## src/rtl/voice_alloc_pkg.sv

```systemverilog
// voice_alloc shared package
// constants, FSM states and the captured event bundle
package voice_alloc_pkg;

  localparam int NUM_VOICES = 16;
  localparam int VIDX_W     = $clog2(NUM_VOICES);
  localparam int ADDR_W     = 6;
  localparam int DATA_W     = 32;
  localparam int AGE_W      = 8;

  localparam logic [ADDR_W-1:0] CAR_BASE = 6'd0;
  localparam logic [ADDR_W-1:0] MOD_BASE = 6'd16;
  localparam logic [ADDR_W-1:0] VEL_BASE = 6'd32;

  typedef enum logic [2:0] {
    IDLE,
    SEARCH,
    WR_CAR,
    WR_MOD,
    WR_VEL
  } voice_alloc_state_t;

  typedef struct packed {
    logic              is_on;
    logic [6:0]        note;
    logic [6:0]        vel;
    logic [DATA_W-1:0] car;
    logic [DATA_W-1:0] mod;
  } ev_t;

endpackage

```

## src/rtl/voice_alloc_if.sv

```systemverilog
// voice_alloc event and register bus bundle
// slave = allocator side, master = driving side
interface voice_alloc_if;
  import voice_alloc_pkg::*;

  logic              ev_valid;
  logic              ev_ready;
  logic              ev_note_on;
  logic [6:0]        ev_note;
  logic [6:0]        ev_vel;
  logic [DATA_W-1:0] ev_car_fcw;
  logic [DATA_W-1:0] ev_mod_fcw;
  logic              reg_wr_en;
  logic [ADDR_W-1:0] reg_wr_addr;
  logic [DATA_W-1:0] reg_wr_data;
  logic              reg_wr_ready;

  modport slave (
    input  ev_valid, ev_note_on, ev_note,
    input  ev_vel, ev_car_fcw, ev_mod_fcw,
    output ev_ready,
    output reg_wr_en, reg_wr_addr, reg_wr_data,
    input  reg_wr_ready
  );

  modport master (
    output ev_valid, ev_note_on, ev_note,
    output ev_vel, ev_car_fcw, ev_mod_fcw,
    input  ev_ready,
    input  reg_wr_en, reg_wr_addr, reg_wr_data,
    output reg_wr_ready
  );

endinterface

```

## src/rtl/voice_alloc_pick.sv

```systemverilog
// voice_pick: combinational voice search
// note match, lowest free voice, oldest voice
module voice_pick
  import voice_alloc_pkg::*;
(
  input  logic [NUM_VOICES-1:0]            active,
  input  logic [NUM_VOICES-1:0][6:0]       notes,
  input  logic [NUM_VOICES-1:0][AGE_W-1:0] ages,
  input  logic [6:0]                       note,
  output logic                             match_hit,
  output logic [VIDX_W-1:0]                match_idx,
  output logic                             free_hit,
  output logic [VIDX_W-1:0]                free_idx,
  output logic [VIDX_W-1:0]                oldest_idx
);

  logic [AGE_W-1:0] best_age;

  // downward scan so the lowest index wins
  always_comb begin
    match_hit = 1'b0;
    match_idx = '0;
    free_hit  = 1'b0;
    free_idx  = '0;
    for (int i = NUM_VOICES - 1; i >= 0; i--) begin
      if (active[i] && notes[i] == note) begin
        match_hit = 1'b1;
        match_idx = VIDX_W'(i);
      end
      if (!active[i]) begin
        free_hit = 1'b1;
        free_idx = VIDX_W'(i);
      end
    end
  end

  // strict compare keeps ties on the lowest index
  always_comb begin
    best_age   = ages[0];
    oldest_idx = '0;
    for (int i = 1; i < NUM_VOICES; i++) begin
      if (ages[i] > best_age) begin
        best_age   = ages[i];
        oldest_idx = VIDX_W'(i);
      end
    end
  end

endmodule

```

## src/rtl/voice_alloc.sv

```systemverilog
// voice_alloc: 16-voice allocator and register sequencer
// VOICE_STEAL_EN: steal oldest voice instead of dropping
module voice_alloc
  import voice_alloc_pkg::*;
(
  input  logic                  clk,
  input  logic                  rst_n,
  voice_alloc_if.slave          bus,
  output logic [NUM_VOICES-1:0] voice_active,
  output logic [7:0]            drop_cnt
);

  voice_alloc_state_t state_q, state_d;
  ev_t                ev_q, ev_d;
  logic [VIDX_W-1:0]  voice_q, voice_d;
  logic [NUM_VOICES-1:0] active_q, active_d;
  logic [NUM_VOICES-1:0][6:0] notes_q, notes_d;
  logic [NUM_VOICES-1:0][AGE_W-1:0] ages_q, ages_d;
  logic [7:0]         drop_q, drop_d;

  logic              ev_rdy;
  logic              accept;
  logic              match_hit, free_hit, alloc_ok;
  logic [VIDX_W-1:0] match_idx, free_idx, oldest_idx;
  logic [VIDX_W-1:0] alloc_idx;

  assign accept       = bus.ev_valid && ev_rdy;
  assign voice_active = active_q;
  assign drop_cnt     = drop_q;

  voice_pick u_pick (
    .active     (active_q),
    .notes      (notes_q),
    .ages       (ages_q),
    .note       (ev_q.note),
    .match_hit  (match_hit),
    .match_idx  (match_idx),
    .free_hit   (free_hit),
    .free_idx   (free_idx),
    .oldest_idx (oldest_idx)
  );

`ifdef VOICE_STEAL_EN
  assign alloc_ok = 1'b1;
`else
  assign alloc_ok = match_hit | free_hit;
`endif

  assign alloc_idx = match_hit ? match_idx :
                     free_hit  ? free_idx  :
                                 oldest_idx;

  // state register
  always_ff @(posedge clk or negedge rst_n) begin
    if (!rst_n) state_q <= IDLE;
    else        state_q <= state_d;
  end

  // next-state logic
  always_comb begin
    state_d = state_q;
    unique case (state_q)
      IDLE:   if (accept) state_d = SEARCH;
      SEARCH: begin
        if (ev_q.is_on)
          state_d = alloc_ok ? WR_CAR : IDLE;
        else
          state_d = match_hit ? WR_VEL : IDLE;
      end
      WR_CAR: if (bus.reg_wr_ready) state_d = WR_MOD;
      WR_MOD: if (bus.reg_wr_ready) state_d = WR_VEL;
      WR_VEL: if (bus.reg_wr_ready) state_d = IDLE;
      default: state_d = IDLE;
    endcase
  end

  // outputs decoded from the current state
  always_comb begin
    ev_rdy          = rst_n && (state_q == IDLE);
    bus.ev_ready    = ev_rdy;
    bus.reg_wr_en   = 1'b0;
    bus.reg_wr_addr = '0;
    bus.reg_wr_data = '0;
    unique case (state_q)
      WR_CAR: begin
        bus.reg_wr_en   = 1'b1;
        bus.reg_wr_addr = CAR_BASE + ADDR_W'(voice_q);
        bus.reg_wr_data = ev_q.car;
      end
      WR_MOD: begin
        bus.reg_wr_en   = 1'b1;
        bus.reg_wr_addr = MOD_BASE + ADDR_W'(voice_q);
        bus.reg_wr_data = ev_q.mod;
      end
      WR_VEL: begin
        bus.reg_wr_en   = 1'b1;
        bus.reg_wr_addr = VEL_BASE + ADDR_W'(voice_q);
        bus.reg_wr_data = ev_q.is_on ?
                          DATA_W'(ev_q.vel) : '0;
      end
      default: ;
    endcase
  end

  // capture events and update the voice table in SEARCH
  always_comb begin
    ev_d     = ev_q;
    voice_d  = voice_q;
    active_d = active_q;
    notes_d  = notes_q;
    ages_d   = ages_q;
    drop_d   = drop_q;
    if (accept) begin
      ev_d.is_on = bus.ev_note_on && (bus.ev_vel != 7'd0);
      ev_d.note  = bus.ev_note;
      ev_d.vel   = bus.ev_vel;
      ev_d.car   = bus.ev_car_fcw;
      ev_d.mod   = bus.ev_mod_fcw;
    end
    if (state_q == SEARCH) begin
      if (ev_q.is_on) begin
        if (alloc_ok) begin
          voice_d = alloc_idx;
          for (int i = 0; i < NUM_VOICES; i++) begin
            if (active_q[i] && VIDX_W'(i) != alloc_idx &&
                ages_q[i] != '1)
              ages_d[i] = ages_q[i] + 1'b1;
          end
          ages_d[alloc_idx]   = '0;
          notes_d[alloc_idx]  = ev_q.note;
          active_d[alloc_idx] = 1'b1;
        end else if (drop_q != 8'hFF) begin
          drop_d = drop_q + 8'd1;
        end
      end else if (match_hit) begin
        voice_d             = match_idx;
        active_d[match_idx] = 1'b0;
      end
    end
  end

  // datapath registers
  always_ff @(posedge clk or negedge rst_n) begin
    if (!rst_n) begin
      ev_q     <= '0;
      voice_q  <= '0;
      active_q <= '0;
      notes_q  <= '0;
      ages_q   <= '0;
      drop_q   <= '0;
    end else begin
      ev_q     <= ev_d;
      voice_q  <= voice_d;
      active_q <= active_d;
      notes_q  <= notes_d;
      ages_q   <= ages_d;
      drop_q   <= drop_d;
    end
  end

endmodule

```

## src/flat_wrapper.sv

```systemverilog
// flat-port wrapper written by rule: the top's interface ports become plain ports
module voice_alloc_flat import voice_alloc_pkg::*;
  (clk, rst_n, voice_active, drop_cnt, bus_ev_valid, bus_ev_note_on, bus_ev_note, bus_ev_vel, bus_ev_car_fcw, bus_ev_mod_fcw, bus_ev_ready, bus_reg_wr_en, bus_reg_wr_addr, bus_reg_wr_data, bus_reg_wr_ready);
  voice_alloc_if bus_i ();
  input  logic clk;
  input  logic rst_n;
  output logic [NUM_VOICES-1:0] voice_active;
  output logic [7:0] drop_cnt;
  input wire logic [$bits(bus_i.ev_valid)-1:0] bus_ev_valid;
  input wire logic [$bits(bus_i.ev_note_on)-1:0] bus_ev_note_on;
  input wire logic [$bits(bus_i.ev_note)-1:0] bus_ev_note;
  input wire logic [$bits(bus_i.ev_vel)-1:0] bus_ev_vel;
  input wire logic [$bits(bus_i.ev_car_fcw)-1:0] bus_ev_car_fcw;
  input wire logic [$bits(bus_i.ev_mod_fcw)-1:0] bus_ev_mod_fcw;
  output wire logic [$bits(bus_i.ev_ready)-1:0] bus_ev_ready;
  output wire logic [$bits(bus_i.reg_wr_en)-1:0] bus_reg_wr_en;
  output wire logic [$bits(bus_i.reg_wr_addr)-1:0] bus_reg_wr_addr;
  output wire logic [$bits(bus_i.reg_wr_data)-1:0] bus_reg_wr_data;
  input wire logic [$bits(bus_i.reg_wr_ready)-1:0] bus_reg_wr_ready;
  assign bus_i.ev_valid = bus_ev_valid;
  assign bus_i.ev_note_on = bus_ev_note_on;
  assign bus_i.ev_note = bus_ev_note;
  assign bus_i.ev_vel = bus_ev_vel;
  assign bus_i.ev_car_fcw = bus_ev_car_fcw;
  assign bus_i.ev_mod_fcw = bus_ev_mod_fcw;
  assign bus_ev_ready = bus_i.ev_ready;
  assign bus_reg_wr_en = bus_i.reg_wr_en;
  assign bus_reg_wr_addr = bus_i.reg_wr_addr;
  assign bus_reg_wr_data = bus_i.reg_wr_data;
  assign bus_i.reg_wr_ready = bus_reg_wr_ready;
  voice_alloc u_core (.clk(clk), .rst_n(rst_n), .bus(bus_i), .voice_active(voice_active), .drop_cnt(drop_cnt));
endmodule
```

## config.mk

```make
export PLATFORM = sky130hd
export DESIGN_NAME = voice_alloc_flat
export DESIGN_NICKNAME = d
export VERILOG_FILES = /design/src/rtl/voice_alloc_pkg.sv /design/src/rtl/voice_alloc_if.sv /design/src/rtl/voice_alloc_pick.sv /design/src/rtl/voice_alloc.sv /design/src/flat_wrapper.sv
export SDC_FILE = /design/constraint.sdc
export NUM_CORES = 1
export LEC_CHECK = 0
export ABC_CLOCK_PERIOD_IN_PS = 40400
export BUFFER_PORTS_ARGS = -buffer_cell sky130_fd_sc_hd__buf_2
export CAP_MARGIN = 20
export CELL_PAD_IN_SITES_DETAIL_PLACEMENT = 1
export CELL_PAD_IN_SITES_GLOBAL_PLACEMENT = 2
export CORE_AREA = 3 3 260 236
export DETAILED_ROUTE_END_ITERATION = 7
export DIE_AREA = 0 0 263 239
export GPL_ROUTABILITY_DRIVEN = 0
export PLACE_DENSITY_LB_ADDON = 0.12
export SLEW_MARGIN = 30
export SYNTH_ARGS = -nofsm -noshare
export SYNTH_HDL_FRONTEND = slang
export SYNTH_SLANG_ARGS = --single-unit
```

## constraint.sdc

```tcl
create_clock -name clk -period 40.4 [get_ports clk]
set_clock_uncertainty 0.1 [all_clocks]
set_input_delay 4.04 -clock clk [delete_from_list [all_inputs] [get_ports clk]]
set_output_delay 4.04 -clock clk [all_outputs]
set_load 0.005 [all_outputs]
```

# == Word-level counts from Yosys, hierarchy flattened ==
# Index checks and enable logic that the tools add are counted.
# word_totals
ff_bits,350
romBits,0
elab_cells,391
latchBits,0
mem_count,0
output_inout_bits,64
inputBits,83
mem_bits_rw,0
# classes
n_eq_ne,57
n_shift,0
n_reduce_logical,62
div_mod_pow,0
mul,0
magnitude_cmp,19
addsub,19
mux,186
bitwise,7
# op_table
operator,n
2-to-1 mux 8 bit,79
2-to-1 mux 4 bit,51
"adder 8 x 1 -> 8 bit, second input constant",17
"!= test 8 bit, second input constant",17
bitwise AND 128 bit,1
inverter 128 bit,1
> comparator 8 bit,15
bitwise mux 112 bit,1
equality test 7 bit,16
one-hot mux 32 bit (3 select lines),1
logical AND 1 bit,53
2-to-1 mux 16 bit,3
2-to-1 mux 1 bit,36
demux 8 bit (select 4 bit),1
"!= test 4 bit, first input constant",8
demux 7 bit (select 4 bit),1
2-to-1 mux 3 bit,6
one-hot mux 6 bit (3 select lines),1
bitwise AND 16 bit,1
"!= test 3 x 4 -> 1 bit, first input constant",4
inverter 16 bit,1
bitwise OR 16 bit,1
one-hot mux 3 bit (5 select lines),1
2-to-1 mux 7 bit,2
22 further kinds,32

# == Logic depth before layout (Yosys ltp) ==
# Gate-level depths: netlist of run 1.
# logic_depth
word_depth,40
mapped_depth,180
ltp_nobuf,166

# == Modules after synthesis ==
# From an unflattened synthesis of run 1, not the netlist that was laid out.
# hier_totals
hier_cells,2457
area_unflattened_um2,23440.0
# modules_own_cells
module,n_inst,cells_each,area_per_inst_um2
voice_alloc,1,1469,16483.3
voice_pick,1,988,6956.7

# == Worst setup path before layout of run 1 ==
# OpenSTA, ideal clock, no wires.
# synth_timing
path_type,register -> register
start,register u_core.ages_q[1] (netlist name)
end,register u_core.notes_q[70] (netlist name)
required_ns,40.175
n_path_buf,13
slack_ns,10.634
t_arrival_ns,29.541
period_less_slack_ns,29.766
path_stages_with_launch,166
setup_time_ns,0.125
cell_sequence,dfrtp_1 inv_1 ha_1 nor2b_1 o211ai_2 a21oi_1 o21ai_1 mux2i_1 ha_1 and4_1 nand3_1 nor3b_1 o211ai_1 or3_1 nand3_1 clkbuf_1 nand2_1 o21ai_0 (+130 left out) o21ai_1 clkbuf_1 o21ai_0 ha_1 a21o_1 a21o_1 a21oi_1 o21ai_0 o21a_1 a21oi_1 o21ai_0 nand2_1 o21ai_0 nor2_1 clkbuf_1 nand2_1 nor2_1 mux2_2
# synth_via
elab_chain_len,37
# synth_lines
item,line,text
start: declaration,voice_alloc.sv:18,"logic [NUM_VOICES-1:0][AGE_W-1:0] ages_q, ages_d;"
start signal: assignment,voice_alloc.sv:156,ages_q <= ages_d;
> comparator 8 bit,voice_alloc_pick.sv:42,if (ages[i] > best_age) begin
2-to-1 mux 8 bit,voice_alloc_pick.sv:42,
> comparator 8 bit,voice_alloc_pick.sv:42,
2-to-1 mux 8 bit,voice_alloc_pick.sv:42,
> comparator 8 bit,voice_alloc_pick.sv:42,
2-to-1 mux 8 bit,voice_alloc_pick.sv:42,
> comparator 8 bit,voice_alloc_pick.sv:42,
2-to-1 mux 8 bit,voice_alloc_pick.sv:42,
(+21 left out),n/a,
2-to-1 mux 4 bit *,voice_alloc_pick.sv:42,
2-to-1 mux 4 bit *,voice_alloc.sv:50,free_hit ? free_idx :
2-to-1 mux 4 bit *,voice_alloc.sv:49,assign alloc_idx = match_hit ? match_idx :
< comparator 4 x 5 -> 1 bit (not written as such) or greater-or-equal comparator 4 x 1 -> 1 bit (tied branches),voice_alloc.sv:130,notes_d[alloc_idx] = ev_q.note;
logical AND 1 bit (not written as such),voice_alloc.sv:130,
2-to-1 mux 7 bit (not written as such),voice_alloc.sv:130,
demux 7 bit (select 4 bit) *,n/a,
bitwise mux 112 bit *,voice_alloc.sv:130,
end signal: assignment,voice_alloc.sv:155,notes_q <= notes_d;
end: declaration,voice_alloc.sv:17,"logic [NUM_VOICES-1:0][6:0] notes_q, notes_d;"
# Every way passes the cells marked *; elsewhere a longest branch is shown, timed or not.
# A chain may end at the register's enable or synchronous reset.

# == Worst setup path after layout of run 1 ==
# layout_timing
start,register u_core.ages_q[1] (netlist name)
end,register u_core.notes_q[93] (netlist name)
# Same word-level chain as after synthesis.

==> run metrics, run 1 <==
HP Class reg -> reg; core box area 58,600 sq um; number of synthesized register bits 350; worst reg2reg path depth 152; I/O pin total 147; max-slew violation count 0; final setup vio count 0; Final Hold Viols 0; WP data arrival 35,220 ps; routed vias 20,000; Crit Path Class reg -> reg; Worst path max stage delay 760 ps; grt ovf 0; main flop type after synthesis dfrtp_1; drt drc 0; remaining antenna violation count 0; Die Y-Extent 239 um; worst endpoint required time 40,780 ps; final wirelength 75,300 um; relative slew slack 36.8%; Seq/Total Area, Yosys 37.3%; Slowest cell on crit path o21ai_1; origin of the critical flop-to-flop path u_core.ages_q[1]; Slew @ Worst Pin 942 ps; Pre-antenna DRT Iters 5; Post-synth EDFFs 0; fmax 0.0287 GHz; most used cell, CP o21ai_0; post-synth cell types 100; layout cells sized above 1 18.9%; R2R setup slack 5560 ps; number of port buffers 146; Post-Synthesis Cell Area 23,500 sq um; vias in the first global route 21,000; CTS buffer count 43; Area Growth Syn to Fin 13.0%; hold path cells 1; htree depth 2; Post-synth ARST share 100%; commonest cells after routing, fill and taps aside 350 x dfrtp_1, 231 x nand2_1, 191 x mux2_2; RSZ-0062 raised after global routing no; total track usage 23.7%; setup repair bufs after CTS 0; initial DRC count 1,183; min cycle time layout 34,840 ps; Hold-fix buffers, CTS 0; yosys warns 0; Tcrit/Tclk final 86.2%; post-cts gate resize count 0; initial antenna violation count 5; outcome finished, final reports clean; cells after synthesis 2,525; end of the worst hold path u_core.ev_q[42]; crit-path max FO 20; CTS Buffer Depth 3; Setup crit end kind flop; RR Endpoint u_core.notes_q[93]; Filler cells 6,690; first-pass GRT wire length 120,000 um; Rows 84; wire length per cell 21.9 um; largest net degree at the start of global routing 165; Starting Density 40.0%; startpoint types flop; clk root buf clkbuf_16; Die X 263 um; clock sinks 350; Setup TNS Final 0 ps; clock slew at reported path FFs 60 ps; Die ar. 62,900 sq um; Worst Min Path Start u_core.ev_q[42]; most common cell after layout, fill and taps aside dfrtp_1; Avg Cell Area, Syn 9.29 sq um; max_cap viols 0; Post-layout nets 2,833; Clk Latency, worst-skew pair 610 ps; CTS tree done; DR vias/cell 5.83; placed wire-length estimate 55,100 um; Post-Syn Nets 2,733
==> stage by stage <==
step,std cells,instance area (sq um),worst slack [ps],utilization (%),hold slack [ps]
finish,3433,26500,5560,45.2,404
global route,3433,26500,2290,45.2,417
CTS,3429,26500,4990,45.1,404
detailed placement,3353,25000,5100,42.6,389
global placement,3353,24900,6120,42.5,384
floorplan,2525,23500,10630,-,373
==> cell families (layout without fill, tap and decap cells) <==
| kind of cell | count (synthesis) | after routing | synth area share [%] |
|---|---|---|---|
| AOI/OAI and AO/OA | 602 | 602 | 17.4 |
| xor gates and xnor gates | 129 | 129 | 4.82 |
| adders and majority gates | 128 | 128 | 6.79 |
| buffers and inverters | 290 | 421 | 4.80 |
| DFF | 350 | 350 | 37.3 |
| muxes | 263 | 263 | 12.4 |
| other | 0 | 3 | 0 |
| and+or+nand+nor | 763 | 763 | 16.4 |
==> metal layers <==
layer,wire length [um],vias to the layer above,GRT usage (%)
met5,7,-,0
met4,1970,2,6.65
met3,3160,112,4.13
met2,34500,337,38.4
met1,35600,10200,32.8
li1,-,9401,-
==> synth_stat cells, types with 17 or more instances <==
cell type,number,area (sq um)
dfrtp_1,350,8760
or3_1,27,169
o21ai_0,161,806
mux2i_1,48,480
o21a_1,20,150
nand2_1,233,875
mux2_2,191,2150
o21ai_1,22,110
o211ai_1,40,300
and3_1,34,213
a21oi_1,93,465
nor4_1,17,106
inv_1,170,638
nand4_1,86,538
nand2b_1,21,131
nor2b_1,18,113
a21o_1,42,315
o311ai_0,19,166
a22o_1,35,307
clkbuf_1,91,342
nor3_1,31,155
ha_1,125,1560
mux2_1,22,248
nand3_1,84,420
nor2_1,131,492
buf_2,18,90.1
xnor2_1,123,1080
o22ai_1,19,119
==> critical path, delay by kind of cell, from the launching register on <==
kind,cells,cell delay (ps)
simple gates,43,9720
fa+ha+maj,15,4400
compound gates,75,16060
buf+inv,11,1140
mux,8,2780
flops,1,410
==> worst max-delay path by stage <==
stage / startpoint / endpoint / slack (ps) / cells after the start
2_1_floorplan: u_core.ages_q[1] / u_core.notes_q[70] / 10630 / 165
4_1_cts: u_core.ages_q[1] / u_core.notes_q[93] / 4990 / 151
6_report: u_core.ages_q[1] / u_core.notes_q[93] / 5560 / 152
3_5_place_dp: u_core.ages_q[1] / u_core.notes_q[93] / 5100 / 153
3_3_place_gp: u_core.ages_q[2] / u_core.ages_q[1] / 6120 / 150
5_1_grt: u_core.ages_q[7] / u_core.notes_q[96] / 2290 / 160
==> registers in the layout, summed over array words and instances (netlist names) <==
register             cells
u_core.ages_q          128
u_core.drop_cnt          8
u_core.ev_q             79
u_core.notes_q         112
u_core.state_q           3
u_core.voice_active     16
u_core.voice_q           4
==> layout make-up <==
type	instances	area, sq um	share of cell area [%]
Sequential cell	350	8760	33.0
Tap cell	774	968	3.65
Clock buffer	57	1230	4.63
Clock inverter	19	254	0.958
Inverter	170	638	2.41
Multi-Input combinational cell	1885	13700	51.5
Antenna cell	3	7.51	0.0283
Timing Repair Buffer	175	995	3.75
Power of run 1 is not shown: default switching activity piles up to over one toggle a cycle in this logic, so the estimate is an artifact.
==> inputs of run 2 (changes only) <==
Settings changed: ABC_CLOCK_PERIOD_IN_PS 40400 to 33700.
Clock period 40.4 ns to 33.7 ns, I/O delays scaled along.
==> run metrics, run 2 (synthesis gave the netlist of run 1 again) <==
total track usage 23.9% (was 23.7%); CTS buffer count 42 (was 43); Die X 263 um (unchanged); wire length per cell 22.3 um (was 21.9 um); Finished Core Util 46.3% (was 45.2%); Hold-fix buffers, CTS 0 (unchanged); Finished Layout Cells 3,474 (was 3,433); Clk Latency, worst-skew pair 600 ps (was 610 ps); Crit Path Class reg -> reg (unchanged); clock sinks 350 (unchanged); GRT busiest layer met2 (unchanged); Slowest cell on crit path o21ai_1 (unchanged); grt met2 use 39.4% (was 38.4%); Post-layout nets 2,870 (was 2,833); CTS Buffer Depth 3 (unchanged); Filler cells 6,675 (was 6,690); Crit path max-delay family compound AO/OA/AOI/OAI gates (unchanged); Setup crit end kind flop (unchanged); max_cap viols 0 (unchanged); Starting Density 40.0% (unchanged); routed vias 20,300 (was 20,000); min cycle time layout 31,120 ps (was 34,840 ps); layout cells sized above 1 21.0% (was 18.9%); Tcrit/Tclk final 92.4% (was 86.2%); commonest cells after routing, fill and taps aside 350 x dfrtp_1, 230 x nand2_1, 191 x mux2_2 (was 350 x dfrtp_1, 231 x nand2_1, 191 x mux2_2); I/O pin total 147 (unchanged); final setup vio count 0 (unchanged); initial DRC count 1,233 (was 1,183); DR vias/cell 5.84 (was 5.83); WP data arrival 31,490 ps (was 35,220 ps); core box area 58,600 sq um (unchanged); most common cell after layout, fill and taps aside dfrtp_1 (unchanged); Final Hold Viols 0 (unchanged); crit path buf inv count 17 (was 11); initial antenna violation count 5 (unchanged); Die ar. 62,900 sq um (unchanged); crit-path max FO 20 (unchanged); placed wire-length estimate 56,200 um (was 55,100 um); drt drc 0 (unchanged); htree depth 2 (unchanged); relative slew slack 32.6% (was 36.8%); clock slew at reported path FFs 60 ps (about the same); HP Class reg -> reg (unchanged); Slew @ Worst Pin 1010 ps (was 942 ps); startpoint types flop (unchanged); fmax 0.0321 GHz (was 0.0287 GHz); most used cell, CP o21ai_0 (unchanged); M1 GR Usage 32.9% (was 32.8%); Area Growth Syn to Fin 15.6% (was 13.0%); max FFs per register 128 (unchanged); Post-Place Cells 3,363 (was 3,353); largest net degree at the start of global routing 101 (was 165); CTS tree done (unchanged); Largest regs u_core.ages_q (128), u_core.notes_q (112), u_core.ev_q (79) (unchanged); final wirelength 77,600 um (was 75,300 um); clk root buf clkbuf_16 (unchanged); Top reg by flops u_core.ages_q (unchanged); first-pass GRT wire length 121,000 um (was 120,000 um); outcome finished, final reports clean (unchanged); worst endpoint required time 34,070 ps (was 40,780 ps); Die Y-Extent 239 um (unchanged); Worst path max stage delay 490 ps (was 760 ps); Rows 84 (unchanged); max-slew violation count 0 (unchanged); grt ovf 0 (unchanged); number of port buffers 146 (unchanged); remaining antenna violation count 0 (unchanged); met3 global-route usage 3.45% (was 4.13%); Pre-antenna DRT Iters 5 (unchanged); vias in the first global route 21,100 (was 21,000)
## run 2: cell types whose count changed in the layout (fill, tap and decap cells not counted), sizes merged, moves of 2 or more
cell,delta
buf,+34
bufinv,+3
diode,+4
inv,-2
o21ai,+2
## run 2: final timing paths
kind                                    start                 end  slack (ps)  cells past startpoint
min reg2reg                u_core.drop_cnt[6]  u_core.drop_cnt[6]         400                      1
max                          u_core.ages_q[5]  u_core.notes_q[67]        2580                    154
max in group asynchronous               rst_n   u_core.voice_q[0]       28240                      4
min                        u_core.drop_cnt[6]  u_core.drop_cnt[6]         400                      1
min in group asynchronous               rst_n   u_core.ages_q[11]        2690                      1
max reg2reg                  u_core.ages_q[5]  u_core.notes_q[67]        2580                    154
## run 2: area by class of cell
class | instances | area (sq um) | area share [%]
Multi-Input combinational cell | 1889 | 14000 | 51.5
Sequential cell | 350 | 8760 | 32.3
Timing Repair Buffer | 209 | 1260 | 4.66
Clock buffer | 56 | 1190 | 4.40
Tap cell | 774 | 968 | 3.57
Inverter | 170 | 638 | 2.35
Clock inverter | 19 | 312 | 1.15
Antenna cell | 7 | 17.5 | 0.0646
## run 2: through the flow
| stage | area (sq um) | TNS [ps] | setup slack, ps | hold slack, ps |
|---|---|---|---|---|
| finish | 27100 | 0 | 2580 | 403 |
| global route | 27100 | -4670 | -136 | 422 |
| CTS | 26600 | 0 | 163 | 405 |
| detailed placement | 25000 | -35960 | -447 | 390 |
| global placement | 25000 | 0 | 57.4 | 381 |
| floorplan | 23500 | 0 | 3930 | 373 |
## run 2: routing by layer
metal	vias up	share of wire [%]
li1	9516	-
met1	10400	48
met2	315	47
met3	92	3.5
met4	0	1.9
met5	-	0
## run 2: repair_timing
item                                   4_1_cts  5_1_grt
setup endpoints to repair                  205      260
setup buffers                                0       25
pin swaps                                    0       14
gates resized for setup                      4       63
endpoints found under the hold margin        0        0
cloned                                       0        4
Power of run 2 is left out for the same reason.
